### src/rtl/dspl_pkg.sv
// Shared constants and glyph decoder for the eight-digit scan driver.
package dspl_pkg;

  localparam logic [5:0] CODE_DASH = 6'h3F;

  localparam logic [3:0] G_P = 4'hA;
  localparam logic [3:0] G_B = 4'hB;
  localparam logic [3:0] G_C = 4'hC;
  localparam logic [3:0] G_S = 4'hD;
  localparam logic [3:0] G_E = 4'hE;
  localparam logic [3:0] G_U = 4'hF;

  localparam logic [7:0] SEG_BLANK = 8'hFF;
  localparam logic [7:0] SEG_DASH  = 8'b11111101;

  // Map a 6-bit display code to active-low cathodes {a,b,c,d,e,f,g,dp}.
  function automatic logic [7:0] decode_code(input logic [5:0] code);
    logic [6:0] seg;
    seg = 7'b1111111;
    case (code[4:1])
      4'h0: seg = 7'b0000001;
      4'h1: seg = 7'b1001111;
      4'h2: seg = 7'b0010010;
      4'h3: seg = 7'b0000110;
      4'h4: seg = 7'b1001100;
      4'h5: seg = 7'b0100100;
      4'h6: seg = 7'b0100000;
      4'h7: seg = 7'b0001111;
      4'h8: seg = 7'b0000000;
      4'h9: seg = 7'b0000100;
      G_P:  seg = 7'b0011000;
      G_B:  seg = 7'b1100000;
      G_C:  seg = 7'b1110010;
      G_S:  seg = 7'b0100100;
      G_E:  seg = 7'b0110000;
      G_U:  seg = 7'b1000001;
      default: seg = 7'b1111111;
    endcase
    if (code == CODE_DASH)
      return SEG_DASH;
    else if (code[5])
      return SEG_BLANK;
    else
      return {seg, ~code[0]};
  endfunction

endpackage

### src/rtl/win_stretch.sv
// Stretches a single-cycle win pulse into a WIN_HOLD-cycle LED indication, retriggerable.
import dspl_pkg::*;

module win_stretch #(
  parameter int WIN_HOLD = 50000000
) (
  input  logic clock,
  input  logic reset,
  input  logic pulse,
  output logic led
);

  localparam int CW = $clog2(WIN_HOLD + 1);
  localparam logic [CW-1:0] RELOAD = CW'(WIN_HOLD - 1);

  logic [CW-1:0] hold_cnt;

  // Load on pulse, count down while lit, drop the LED the cycle after reaching zero.
  always_ff @(posedge clock or posedge reset) begin
    if (reset) begin
      hold_cnt <= '0;
      led      <= 1'b0;
    end else if (pulse) begin
      hold_cnt <= RELOAD;
      led      <= 1'b1;
    end else if (hold_cnt != '0) begin
      hold_cnt <= hold_cnt - CW'(1);
    end else begin
      led      <= 1'b0;
    end
  end

endmodule

### src/rtl/dspl_drv8.sv
// Eight-digit common-anode scan driver with guard time and win LED stretchers.
import dspl_pkg::*;

module dspl_drv8 #(
  parameter int REFRESH_DIV = 100000,
  parameter int GUARD       = 4,
  parameter int WIN_HOLD    = 50000000
) (
  input  logic       clock,
  input  logic       reset,
  input  logic [5:0] d1,
  input  logic [5:0] d2,
  input  logic [5:0] d3,
  input  logic [5:0] d4,
  input  logic [5:0] d5,
  input  logic [5:0] d6,
  input  logic [5:0] d7,
  input  logic [5:0] d8,
  input  logic       p1_win,
  input  logic       p2_win,
  output logic [7:0] an,
  output logic [7:0] dec_cat,
  output logic       led_p1,
  output logic       led_p2
);

  localparam int DW = $clog2(REFRESH_DIV);
  localparam logic [DW-1:0] DIV_LAST = DW'(REFRESH_DIV - 1);
  localparam logic [DW-1:0] GUARD_C  = DW'(GUARD);

  logic [DW-1:0] div_cnt;
  logic [2:0]    idx;
  logic [5:0]    cur_code;
  logic [7:0]    an_next;
  logic [7:0]    cat_next;

  // Slot counter and digit index; index advances when the slot counter wraps.
  always_ff @(posedge clock or posedge reset) begin
    if (reset) begin
      div_cnt <= '0;
      idx     <= 3'd0;
    end else if (div_cnt == DIV_LAST) begin
      div_cnt <= '0;
      idx     <= idx + 3'd1;
    end else begin
      div_cnt <= div_cnt + DW'(1);
    end
  end

  // Pick the live (unlatched) code for the digit currently being scanned.
  always_comb begin
    cur_code = d1;
    case (idx)
      3'd0: cur_code = d1;
      3'd1: cur_code = d2;
      3'd2: cur_code = d3;
      3'd3: cur_code = d4;
      3'd4: cur_code = d5;
      3'd5: cur_code = d6;
      3'd6: cur_code = d7;
      3'd7: cur_code = d8;
      default: cur_code = d1;
    endcase
  end

  // Blank everything during the guard window, otherwise drive one anode and its glyph.
  always_comb begin
    an_next  = 8'hFF;
    cat_next = SEG_BLANK;
    if (div_cnt >= GUARD_C) begin
      an_next  = ~(8'h01 << idx);
      cat_next = decode_code(cur_code);
    end
  end

  // Register the display outputs so the pins are glitch-free.
  always_ff @(posedge clock or posedge reset) begin
    if (reset) begin
      an      <= 8'hFF;
      dec_cat <= SEG_BLANK;
    end else begin
      an      <= an_next;
      dec_cat <= cat_next;
    end
  end

  win_stretch #(.WIN_HOLD(WIN_HOLD)) u_win_p1 (
    .clock (clock),
    .reset (reset),
    .pulse (p1_win),
    .led   (led_p1)
  );

  win_stretch #(.WIN_HOLD(WIN_HOLD)) u_win_p2 (
    .clock (clock),
    .reset (reset),
    .pulse (p2_win),
    .led   (led_p2)
  );

endmodule

### config.mk
export PLATFORM = sky130hd
export DESIGN_NAME = dspl_drv8
export DESIGN_NICKNAME = d
export VERILOG_FILES = /design/src/rtl/dspl_pkg.sv /design/src/rtl/win_stretch.sv /design/src/rtl/dspl_drv8.sv
export SDC_FILE = /design/constraint.sdc
export NUM_CORES = 1
export LEC_CHECK = 0
export BUFFER_PORTS_ARGS = -buffer_cell sky130_fd_sc_hd__buf_2
export CORE_ASPECT_RATIO = 0.75
export CORE_MARGIN = 10
export CORE_UTILIZATION = 31
export DETAILED_ROUTE_END_ITERATION = 6
export GPL_TIMING_DRIVEN = 0
export REMOVE_ABC_BUFFERS = 1
export SLEW_MARGIN = 20
export SYNTH_ARGS = -nofsm -noshare
export SYNTH_HDL_FRONTEND = slang
export SYNTH_SLANG_ARGS = --single-unit
### constraint.sdc
create_clock -name clock -period 4.2 [get_ports clock]
set_clock_uncertainty 0.15 [all_clocks]
set_input_delay 0 -clock clock [delete_from_list [all_inputs] [get_ports clock]]
set_output_delay 0 -clock clock [all_outputs]
set_load 0.01 [all_outputs]
==> impl_metrics.csv <==
group,metric,value,unit
route,wirelength,12.26,mm
pwr,p_sw,0.4361,mW
die,die_y,130.8,um
global_route,grt_max_degree,61,
yosys,synthTopCellsByArea,"dfrtp_1 36%, dfstp_2 8.3%, ha_1 4.2%",
sta,fin_crit_sh,93.39,%
layout,final_nets,656,
setup_path,path_depth,9,
pwr,intPower,1.343,mW
yosys,synthSimpleGateAreaFrac,25.04,%
yosys,ys_ff_latch,90,
die,core,0.01602,mm^2
hold_path,hold_path.class,"input port to flop",
sta,finalHoldViolCount,0,
yosys,syn_area_per_cell,9.653,um^2
sta,setup_slack,277.7,ps
die,start_util,31.70,%
pwr,max-vdd-ir-drop,0.1986,mV
placed_design,pre_cts_slack,-104.4,ps
layout,drive_gt1_share,21.96,%
setup_path,reg2regPathDepth,9,
yosys,synth_compound_area_share,14.32,%
run,maxCapViolations,0,
yosys,synth.largest_area_cell,"dfrtp_1",
global_route,track_usage,11.04,%
setup_path,crit_chain,"inv_1, ha_1, or4_1, or2_0, o22ai_2, inv_1, ha_1, mux2_2, o211ai_1",
layout,final_cells,802,
placed_design,io_buffers,69,
route,routed.top_layer,"met4",
yosys,ys.flop_type,"dfrtp_1",
sta,tns,0,ps
cts,cts_root_buffer,"clkbuf_16",
pwr,pwr-share-seq,49.9,%
pwr,combPwrFrac,6.6,%
setup_path,slowest_stage,"or4_1",
sta,finalSetupViolCount,0,
yosys,synth_top_family_by_area,"simple AND/OR/NAND/NOR gates",
setup_path,critPathRequiredTime,4320,ps
pwr,leakagePower,2.199,nW
sta,max_freq,0.2550,GHz
layout,antenna_cells,0,
sta,rsz0062_at_grt,"false",
cts,cts_sinks,90,
layout,final_core_utilization,37.35,%
sta,post-route-min-period,3922,ps
placed_design,dpl.cell_count,779,
pwr,clkPwrFrac,43.6,%
cts,tritoncts,"yes",
run_status,outcome,"finished, final reports clean",
route,viasPerCell,5.335,
setup_path,arrival,4040,ps
global_route,grt_pass1_vias,4173,
route,drt-met1-wl,5.727,mm
route,via_count,4279,
setup_path,crit_type,"flop to flop",
pwr,swShare,24.51,%
yosys,netlist.area_leader.share,36.47,%
route,route.met2.wl,5.972,mm
pwr,power_density,297.4,mW/mm^2
setup_path,path_delay_family,"simple AND/OR/NAND/NOR gates",
setup_path,cp-end-kind,"flop",
yosys,synthesis.area,0.005077,mm^2
die,die_w,167.8,um
yosys,postSynthCellCount,526,
yosys,synth-xor-area-share,5.175,%
route,post_drt_wl_per_cell,15.28,um
sta,worstMarginPinSlew,963.2,ps
route,drtPass1Iterations,5,
route,antenna_left,0,
layout,final_common_cell,"dfrtp_1",
die,rows,40,
setup_path,path_buf_inv,2,
global_route,antenna_found_initial,0,
route,first_iter_violations,336,
cts,clk_path_buf_depth,2,
route,drcViolationCount,0,
layout,area_delta_synth_final,17.82,%
sta,slew_violations,0,
layout,layout_common_cells,"73 x dfrtp_1, 69 x buf_2, 41 x nand2_1, 38 x nand3_1, 35 x nor2_1",
die,num_io_pins,70,
cts,htreeDepth,3,
yosys,yosys.cell_types.count,62,
cts,insertion_delay,350,ps
die,dieArea,0.02195,mm^2
yosys,async_reset_ff_share,100.0,%
route,wl_met3,409,um
setup_path,startpoint_type,"flop",
cts,cts_inserted_buffers,9,
global_route,overflow,0,
yosys,yosysSeqAreaShare,44.75,%
cts,clk_pin_slew_worst_paths,70,ps
global_route,grt_pass1_wl,20.49,mm
cts,post_cts_buffers,0,
sta,relSlewSlack,35.79,%
yosys,synth-edff-count,0,
placed_design,gp_congestion,0.8586,
setup_path,max_stage_delay,660,ps
yosys,synth_warnings,0,
hold_path,whs_path_depth,4,
yosys,synth_mux_area_share,2.883,%
setup_path,cp_max_fo,18,
placed_design,dp_hpwl,8.871,mm
yosys,synthAdderAreaFrac,4.189,%
[cells by family (layout without fill, tap and decap cells)]
family,count (synthesis),count (layout)
buffers and inverters,45,111
flip-flops,90,90
multiplexers,14,14
adder cells (fa/ha/maj),17,17
XOR/XNOR,30,30
AO/OA/AOI/OAI,97,97
AND/OR/NAND/NOR,233,233
[sequential cells by signal, indices dropped and copies added, names as in the netlist]
signal,count
u_win_p1.hold_cnt,26
u_win_p2.hold_cnt,26
div_cnt,17
an,8
dec_cat,8
idx,3
u_win_p1.led,1
u_win_p2.led,1
[power by group through the flow]
stage / clock [mW] / sequential [mW] / combinational [mW]
6_report: 0.775 / 0.887 / 0.117
5_1_grt: 0.838 / 0.888 / 0.133
4_1_cts: 0.803 / 0.887 / 0.119
3_5_place_dp: 0 / 0.903 / 0.113
3_3_place_gp: 0 / 0.902 / 0.105
2_1_floorplan: 0 / 0.906 / 0.0536
[cell type report]
class | count | area (um^2)
inverters | 18 | 70.07
flip-flops and latches | 90 | 2273
well taps | 210 | 262.8
clock buffers | 9 | 225.2
multi-input cells | 391 | 2649
clock inverters | 7 | 58.81
repair buffers | 77 | 442.9
fillers | 1593 | 10030
[per-stage QoR]
step / area (um^2) / total power, mW / hold WS [ps]
6_report: 5982 / 1.779 / 35.25
5_1_grt: 5982 / 1.859 / 72.41
4_1_cts: 5969 / 1.809 / 37.30
3_5_place_dp: 5609 / 1.016 / -114.4
3_3_place_gp: 5568 / 1.007 / 197.3
2_1_floorplan: 4960 / 0.9591 / -86.86
[worst reg2reg max path: stages, from the launching register on]
cell and delay [ps]:
dfrtp_2 570, inv_1 170, ha_1 340, or4_1 660, or2_0 530, o22ai_2 460, inv_1 180, ha_1 350
mux2_2 280, o211ai_1 160
[what timing repair did]
item,in CTS,in global routing
hold buffers,7,0
hold endpoints to repair,104,0
resized for setup,1,2
endpoints found under the setup margin,2,5
[layer usage]
| metal | vias up | track usage [%] |
|---|---|---|
| met5 | - | 0 |
| met4 | 0 | 3.524 |
| met3 | 10 | 2.537 |
| met2 | 85 | 17.78 |
| met1 | 2116 | 14.42 |
| li1 | 2068 | - |
[Yosys cell counts, drive strengths merged (5+ instances only)]
library cell	n
nand3	38
mux2i	9
nor2b	6
o31ai	10
o21ai	21
inv	18
dfstp	16
o211ai	5
xor2	13
a21oi	15
clkbuf	19
ha	17
mux2	5
nor3	19
a22oi	10
xnor2	17
nand2	41
buf	8
nor4	16
nor2	35
nand4	10
or3	22
and3	5
dfrtp	74
or4	18
[worst paths after layout]
path                         startpoint              endpoint  slack, ps
min in group asynchronous         reset  u_win_p1.hold_cnt[7]         50
hold / removal                    d1[1]            dec_cat[5]         40
max in group asynchronous         reset            dec_cat[5]       3180
setup / recovery                 idx[2]            dec_cat[6]        280
setup reg to reg                 idx[2]            dec_cat[6]        280
hold reg to reg            u_win_p1.led          u_win_p1.led        340
Note: power is estimated with default switching activity, not from simulation.
